File: src/rtl/gf_hitmap_pkg.sv
// Shared constants, FSM state type and helpers for the hitmap/lcmap scheduler.
// No logic, so there is no latency and no backpressure here.
package gf_hitmap_pkg;

  localparam int HIT_W   = 5;
  localparam int DP_LAT  = 5;
  localparam int MIN_GAP = 4;

  typedef enum logic [1:0] {
    ST_IDLE  = 2'd0,
    ST_ISSUE = 2'd1,
    ST_GAP   = 2'd2
  } sched_state_t;

  function automatic int clog2(input int n);
    int r;
    r = 0;
    for (int i = 0; i < 31; i++) begin
      if ((1 << i) < n) r = i + 1;
    end
    return r;
  endfunction

endpackage

File: src/rtl/gf_rr_arbiter.sv
// Round-robin pick of the first active request at or after the pointer.
// Purely combinational (zero latency); the caller owns the pointer and any stall.
module gf_rr_arbiter
  import gf_hitmap_pkg::*;
#(
  parameter int NREQ = 4,
  parameter int ID_W = clog2(NREQ)
) (
  input  logic [NREQ-1:0] req,
  input  logic [ID_W-1:0] pointer,
  output logic [NREQ-1:0] grant,
  output logic [ID_W-1:0] grant_idx,
  output logic            any_req
);

  logic found;

  always_comb begin
    grant     = '0;
    grant_idx = '0;
    found     = 1'b0;
    for (int i = 0; i < NREQ; i++) begin
      if (!found && req[(int'(pointer) + i) % NREQ]) begin
        found                                  = 1'b1;
        grant[(int'(pointer) + i) % NREQ]      = 1'b1;
        grant_idx                              = ID_W'((int'(pointer) + i) % NREQ);
      end
    end
  end

  assign any_req = |req;

endmodule

File: src/rtl/hitmap_lcmap_sched.sv
// Time-shares the hitmap/lcmap datapath between requesters, one issue per MIN_GAP cycles.
// Result appears DP_LAT+1 cycles after grant; hold only blocks new issue, results never stall.
module hitmap_lcmap_sched
  import gf_hitmap_pkg::*;
#(
  parameter int NREQ    = 4,
  parameter int ID_W    = gf_hitmap_pkg::clog2(NREQ),
  parameter int MIN_GAP = gf_hitmap_pkg::MIN_GAP,
  parameter int DP_LAT  = gf_hitmap_pkg::DP_LAT
) (
  input  logic                                   clock,
  input  logic                                   reset,
  input  logic [NREQ-1:0]                        req,
  input  logic [NREQ*gf_hitmap_pkg::HIT_W-1:0]   req_hitmap,
  input  logic [NREQ*gf_hitmap_pkg::HIT_W-1:0]   req_lcmap,
  input  logic                                   hold,
  output logic [NREQ-1:0]                        grant,
  output logic                                   dp_ce,
  output logic                                   dp_reset,
  output logic [gf_hitmap_pkg::HIT_W-1:0]        dp_hitmap,
  output logic [gf_hitmap_pkg::HIT_W-1:0]        dp_lcmap,
  input  logic [gf_hitmap_pkg::HIT_W-1:0]        dp_hitmap_out,
  input  logic [gf_hitmap_pkg::HIT_W-1:0]        dp_lcmap_out,
  output logic                                   res_valid,
  output logic [ID_W-1:0]                        res_id,
  output logic [gf_hitmap_pkg::HIT_W-1:0]        res_hitmap,
  output logic [gf_hitmap_pkg::HIT_W-1:0]        res_lcmap,
  output logic                                   busy
);

  localparam int GAP_W = clog2(MIN_GAP) + 1;

  sched_state_t    state;
  logic [ID_W-1:0] ptr;
  logic [GAP_W-1:0] gap;
  logic [DP_LAT:0] vld_sr;
  logic [ID_W-1:0] id_sr [DP_LAT+1];

  logic [NREQ-1:0] arb_grant;
  logic [ID_W-1:0] arb_idx;
  logic            any_req;
  logic            issue_now;

  gf_rr_arbiter #(
    .NREQ (NREQ),
    .ID_W (ID_W)
  ) u_arb (
    .req       (req),
    .pointer   (ptr),
    .grant     (arb_grant),
    .grant_idx (arb_idx),
    .any_req   (any_req)
  );

  // gap is loaded together with dp_ce, so it is nonzero throughout ISSUE and the
  // decision for the next issue is taken in the cycle it reaches zero.
  assign issue_now = any_req && !hold && (gap == '0) && !dp_reset;

  assign busy = (|vld_sr) || (gap != '0);

  always_ff @(posedge clock) begin
    if (!reset) begin
      state      <= ST_IDLE;
      ptr        <= '0;
      gap        <= '0;
      vld_sr     <= '0;
      for (int i = 0; i <= DP_LAT; i++) id_sr[i] <= '0;
      grant      <= '0;
      dp_ce      <= 1'b0;
      dp_reset   <= 1'b1;
      dp_hitmap  <= '0;
      dp_lcmap   <= '0;
      res_valid  <= 1'b0;
      res_id     <= '0;
      res_hitmap <= '0;
      res_lcmap  <= '0;
    end else begin
      dp_reset <= 1'b0;
      grant    <= '0;
      dp_ce    <= 1'b0;

      // Tag pipeline: stage 0 lines up with the dp_ce cycle, stage DP_LAT with
      // the cycle the datapath outputs hold that item.
      vld_sr   <= {vld_sr[DP_LAT-1:0], issue_now};
      id_sr[0] <= arb_idx;
      for (int i = 1; i <= DP_LAT; i++) id_sr[i] <= id_sr[i-1];

      res_valid <= vld_sr[DP_LAT];
      if (vld_sr[DP_LAT]) begin
        res_id     <= id_sr[DP_LAT];
        res_hitmap <= dp_hitmap_out;
        res_lcmap  <= dp_lcmap_out;
      end

      if (issue_now) begin
        state     <= ST_ISSUE;
        grant     <= arb_grant;
        dp_ce     <= 1'b1;
        dp_hitmap <= req_hitmap[int'(arb_idx)*HIT_W +: HIT_W];
        dp_lcmap  <= req_lcmap[int'(arb_idx)*HIT_W +: HIT_W];
        gap       <= GAP_W'(MIN_GAP - 1);
        ptr       <= (arb_idx == ID_W'(NREQ - 1)) ? '0 : arb_idx + ID_W'(1);
      end else begin
        if (gap != '0) gap <= gap - GAP_W'(1);
        case (state)
          ST_ISSUE: state <= (gap == '0) ? ST_IDLE : ST_GAP;
          ST_GAP:   if (gap == '0) state <= ST_IDLE;
          default:  state <= ST_IDLE;
        endcase
      end
    end
  end

endmodule

File: config.mk
export PLATFORM = sky130hd
export DESIGN_NAME = hitmap_lcmap_sched
export DESIGN_NICKNAME = d
export VERILOG_FILES = /design/src/rtl/gf_hitmap_pkg.sv /design/src/rtl/gf_rr_arbiter.sv /design/src/rtl/hitmap_lcmap_sched.sv
export SDC_FILE = /design/constraint.sdc
export NUM_CORES = 1
export LEC_CHECK = 0
export ABC_AREA = 1
export BUFFER_PORTS_ARGS = -buffer_cell sky130_fd_sc_hd__buf_2
export CORE_AREA = 5 5 59 114
export DETAILED_ROUTE_END_ITERATION = 8
export DIE_AREA = 0 0 64 119
export PLACE_DENSITY = 0.72
export SLEW_MARGIN = 15
export SYNTH_ARGS = -nofsm -noshare
export SYNTH_HDL_FRONTEND = slang
export SYNTH_SLANG_ARGS = --single-unit
File: constraint.sdc
create_clock -name clock -period 2 [get_ports clock]
set_clock_uncertainty 0.1 [all_clocks]
set_input_delay 0.2 -clock clock [delete_from_list [all_inputs] [get_ports clock]]
set_output_delay 0.2 -clock clock [all_outputs]
set_load 0.05 [all_outputs]
==> impl_metrics.tcl, run 1 <==
set metrics [dict create \
    outcome "completed" \
    initial_core_util_pct 43.6 \
    syn_to_final_growth_pct 35.7 \
    synth_ff_type "dfxtp_1" \
    cts_max_path_buffers 2 \
    postSynthCellCount 354 \
    ios 87 \
    min-delay-start "dp_hitmap_out[0]" \
    core_area_um2 5710 \
    final_common_cell "nand2_1" \
    place_hpwl_mm 5.14 \
    yosys_warnings 0 \
    die-width_um 64 \
    worstMarginPinSlew_ns 0.531 \
    hold_viol 0 \
    cp.buffers_inverters 4 \
    synthArstFlopShare_pct 0 \
    clk_pin_slew_ns 0.07 \
    drive_above_1_share_pct 32.5 \
    arrival_ns 2.04 \
    gp_congestion 0.921 \
    cts_max_level 2 \
    die_y_um 119 \
    finalCriticalPeriod_ns 1.95 \
    finalSetupTns_ns 0 \
    max_slew_margin_pct 64.6 \
    vias 2622 \
    multi_input_area_um2 1310 \
    grt_antenna_before_repair 0 \
    synth_area_um2 2490 \
    finalCoreUtilization_pct 59.2 \
    antenna_cells 0 \
    clkSinkCount 51 \
    clock_latency_ns 0.29 \
    critPathMaxStageDelay_ns 0.34 \
    p_leak_uw 0.00191 \
    cts-root-buf "clkbuf_16" \
    placed_area_um2 3030 \
    timing.final.crit_share_pct 97.5 \
    grt_usage_pct 17.4 \
    crit_chain "inv_2, ha_4, buf_4, nand3_1, nand2_1, nand2_1, inv_1, nand2_4, nand2_8, clkbuf_16, nand3_1, nand3_1, nand3_1, nand2_1" \
    grt_pass1_wl_mm 10.9 \
    critPathKind "flop to flop" \
    path_common_cell "nand3_1" \
    r2r_start "ptr[0]" \
    cts_buffers 5 \
    cts_tree "built" \
    drv_slew 0 \
    setup_viol 0 \
    fp.dieArea_um2 7620 \
    synth-seq-cells 51 \
    totalWireLength_mm 6.89 \
    final_area_um2 3380 \
    layout_common_cells "nand2_1 (88), buf_2 (86), nand3_1 (57)" \
    crit_fanout 8 \
    wl_per_cell_um 13.4 \
    path_delay_family "simple AND/OR/NAND/NOR gates" \
    seq_area_frac_synth_pct 41.0 \
    cp-end-kind "flop" \
    final_cell_count_no_fill 516 \
    portBuffers 86 \
    fp-row-count 39 \
    synth_cell_types 25 \
    first_global_vias 2590 \
    grt_overflow_total 0 \
    maxCapViolations 0 \
    crit_required_ns 2.09 \
    hold_path_class "input pin to flop" \
    power_uw 4410 \
    via_per_inst 5.08 \
    nets 518 \
    crit_start "ptr[0]" \
    drtIter0Drc 119 \
    drc_errors 0 \
    peakVddDrop_uv 1150 \
    rsz0062_at_grt "yes" \
    fmax_mhz 513 \
    crit_slowest_cell "dfxtp_2" \
    cp-start-kind "flop" \
    dr.pass1.iters 5 \
    fill_cells 526 \
    seq_area_um2 1020 \
    synth-edff-count 0 \
    ant_nets 0 \
    grt_max_degree 30 \
    p_per_area_nw_per_um2 1300 \
    syn_avg_cell_area_um2 7.04 \
    syn_nets 418 \
    dp_cells 501 \
]
## logic make-up after synthesis
| kind of cell | share of synthesized area (%) |
|---|---|
| AO/OA/AOI/OAI | 7.08 |
| adder cells (fa/ha/maj) | 3.52 |
| buffers and inverters | 10.5 |
| flip-flops | 41.0 |
| AND/OR/NAND/NOR | 37.9 |
## report_power, final
part | switching, µW | leakage, µW | total, µW | internal (µW)
Combinational | 1380 | 0.00140 | 2220 | 844
Sequential | 54.3 | 0.000414 | 1190 | 1140
Clock | 365 | 0.0000875 | 994 | 629
## layer usage
| metal | track usage, % | wire length (µm) | up-vias |
|---|---|---|---|
| li1 | - | - | 1322 |
| met1 | 17.3 | 2480 | 1185 |
| met2 | 32.1 | 3790 | 97 |
| met3 | 3.77 | 404 | 18 |
| met4 | 9.75 | 226 | 0 |
| met5 | 0 | 0 | - |
## registers in the layout (all words and copies together), names as in the netlist
name	count
dp_hitmap	5
dp_lcmap	5
dp_reset	1
gap	3
grant	4
id_sr	12
ptr	2
res_hitmap	5
res_id	2
res_lcmap	5
res_valid	1
vld_sr	6
## worst register-to-register path: cells and delay by family (launching register included)
kind / cells / cell delay, ns
simple gates: 9 / 0.72
fa+ha+maj: 1 / 0.24
flops: 1 / 0.34
buf+inv: 4 / 0.44
## synthesized netlist by cell type (4+ instances only)
cell | instances | area (µm²)
nand2_1 | 92 | 345
dfxtp_1 | 51 | 1020
ha_1 | 7 | 87.6
inv_1 | 40 | 150
nand3_1 | 59 | 295
nor2_1 | 33 | 124
nand2_4 | 5 | 56.3
clkbuf_1 | 6 | 22.5
buf_6 | 4 | 45.0
a21oi_1 | 5 | 25.0
nand2_2 | 4 | 25.0
o21ai_0 | 22 | 110
## cell type report
type / instances / area share (%)
flip-flops and latches: 51 / 30.3
clock buffers: 6 / 4.11
multi-input cells: 246 / 38.7
repair buffers: 107 / 18.6
inverters: 43 / 4.85
well taps: 61 / 2.26
clock inverters: 2 / 1.15
## path summary, 6_finish.rpt
check | cells after the start | endpoint | slack [ns]
worst max-delay path | 14 | dp_hitmap[1] | 0.05
worst min-delay path | 3 | res_hitmap[0] | 0.04
worst max register to register | 14 | dp_hitmap[1] | 0.05
worst min register to register | 2 | id_sr[1][1] | 0.31
## what timing repair did
action | CTS | global route
pin swaps | 1 | 11
hold buffers | 0 | 0
buffers inserted | 2 | 3
hold endpoints to repair | 0 | 0
cloned | 0 | 2
endpoints found under the setup margin | 12 | 14
gates resized for setup | 6 | 16
## per-stage QoR
stage,setup WS [ns],hold WS [ns]
after global routing,-0.0732,0.0461
final,0.0493,0.0380
after detailed placement,-0.0845,0.301
after global placement,-0.0728,0.295
after floorplan,0.0513,0.234
after CTS,0.000485,0.0366
No activity file was read; power rests on OpenSTA's default activity.
==> run 2, diff against run 1 <==
==> constraint.sdc (replaced) <==
create_clock -name clock -period 2 [get_ports clock]
set_clock_uncertainty 0.1 [all_clocks]
set_input_delay 0.4 -clock clock [delete_from_list [all_inputs] [get_ports clock]]
set_output_delay 0.4 -clock clock [all_outputs]
set_load 0.05 [all_outputs]
==> impl_metrics.tcl, run 2 (same netlist as run 1, synthesis figures left out) <==
set metrics [dict create \
    fp-row-count 39 \
    grt_antenna_before_repair 0 \
    setup_viol 0 \
    drive_above_1_share_pct 32.4 \
    wl_per_cell_um 13.2 \
    hold_buffers 0 \
    outcome "completed" \
    nets 520 \
    gp_congestion 0.922 \
    crit_required_ns 2.09 \
    layout_common_cells "nand2_1 (89), buf_2 (85), nand3_1 (58)" \
    regMostFlops "id_sr" \
    routed.top_layer "met4" \
    rsz0062_at_grt "yes" \
    worstMarginPinSlew_ns 0.407 \
    die_y_um 119 \
    cp-start-kind "flop" \
    peakVddDrop_uv 953 \
    ant_nets 0 \
    hold_viol 0 \
    finalCriticalPeriod_ns 1.91 \
    critPathKind "flop to flop" \
    multi_input_area_um2 1320 \
    final_area_um2 3360 \
    place_hpwl_mm 5.03 \
    totalWireLength_mm 6.82 \
    p_per_area_nw_per_um2 1250 \
    dr.pass1.iters 4 \
    cts_tree "built" \
    grt_pass1_wl_mm 10.5 \
    hold_path_class "input pin to flop" \
    clkSinkCount 51 \
    clock_latency_ns 0.29 \
    grt_usage_pct 16.7 \
    cts-root-buf "clkbuf_16" \
    syn_to_final_growth_pct 35.1 \
    grt_max_degree 30 \
    largest_register_ffs 12 \
    fill_cells 535 \
    fp.dieArea_um2 7620 \
    dr_wl_met2_mm 3.74 \
    dr_wl_met3_um 454 \
    max_slew_margin_pct 72.8 \
    drtIter0Drc 134 \
    clk_pin_slew_ns 0.07 \
    fmax_mhz 524 \
    ios 87 \
    final_common_cell "nand2_1" \
    dp_cells 502 \
    finalCoreUtilization_pct 58.9 \
    cts_buffers 5 \
    cp-end-kind "flop" \
    seq_area_um2 1020 \
    via_per_inst 5.14 \
    die-width_um 64 \
    p_leak_uw 0.00189 \
    placed_area_um2 3020 \
    arrival_ns 2.00 \
    timing.final.crit_share_pct 95.4 \
    cts_max_level 2 \
    first_global_vias 2528 \
    core_area_um2 5710 \
    met1_length_mm 2.38 \
    grt_overflow_total 0 \
    drv_slew 0 \
    antenna_cells 0 \
    biggestRegsByFlops "id_sr (12), vld_sr (6)" \
    initial_core_util_pct 43.6 \
    crit_fanout 6 \
    maxCapViolations 0 \
    final_cell_count_no_fill 518 \
    cts_max_path_buffers 2 \
    vias 2665 \
    portBuffers 86 \
    drc_errors 0 \
]
run 2: worst paths after layout:
check | slack (ns) | start | to | depth (start not counted)
worst max register to register | 0.09 | ptr[0] | dp_hitmap[1] | 14
worst max-delay path | 0.09 | ptr[0] | dp_hitmap[1] | 14
worst min-delay path | 0.24 | dp_hitmap_out[1] | res_hitmap[1] | 3
worst min register to register | 0.32 | id_sr[0][1] | id_sr[1][1] | 2
run 2: what timing repair did:
item,CTS,global route
endpoints found under the hold margin,0,0
setup endpoints to repair,12,14
pin swaps,0,7
gates resized for setup,4,17
buffers inserted,1,4
cloned,0,3
run 2: per-layer routing:
metal / GRT usage, % / up-vias
met2: 30.6 / 100
met4: 9.75 / 0
met5: 0 / -
li1: - / 1337
met3: 2.64 / 20
met1: 17.0 / 1208
run 2: per-stage QoR:
step	hold slack [ns]	setup slack [ns]	power [µW]	TNS (ns)
6_report	0.236	0.0915	4220	0
3_5_place_dp	0.299	-0.111	3000	-1.06
4_1_cts	0.234	-0.00957	3940	-0.0477
5_1_grt	0.251	-0.0696	4520	-0.149
3_3_place_gp	0.294	-0.0757	2960	-0.596
2_1_floorplan	0.290	0.0513	2630	0
run 2: power breakdown:
part,switching (µW),total [µW],internal [µW]
combinational,1380,2170,790
clock,383,859,477
sequential,54.7,1190,1140
total,1820,4220,2400
run 2: worst max-delay path: stages, from the launching register on:
cell	delay, ns
dfxtp_2	0.33
inv_2	0.05
ha_4	0.24
buf_4	0.14
nand3_1	0.07
nand2_1	0.05
nand2_1	0.09
inv_2	0.06
nand2_4	0.11
nand3_2	0.09
nand2_4	0.10
buf_6	0.13
nand3_1	0.10
nand3_1	0.10
nand2_1	0.05
run 2: area by class of cell:
cell class	count	share of cell area (%)
multi-input cells	248	39.3
clock inverters	3	0.855
inverters	43	4.87
clock buffers	5	3.72
repair buffers	107	18.5
flip-flops and latches	51	30.4
well taps	61	2.27
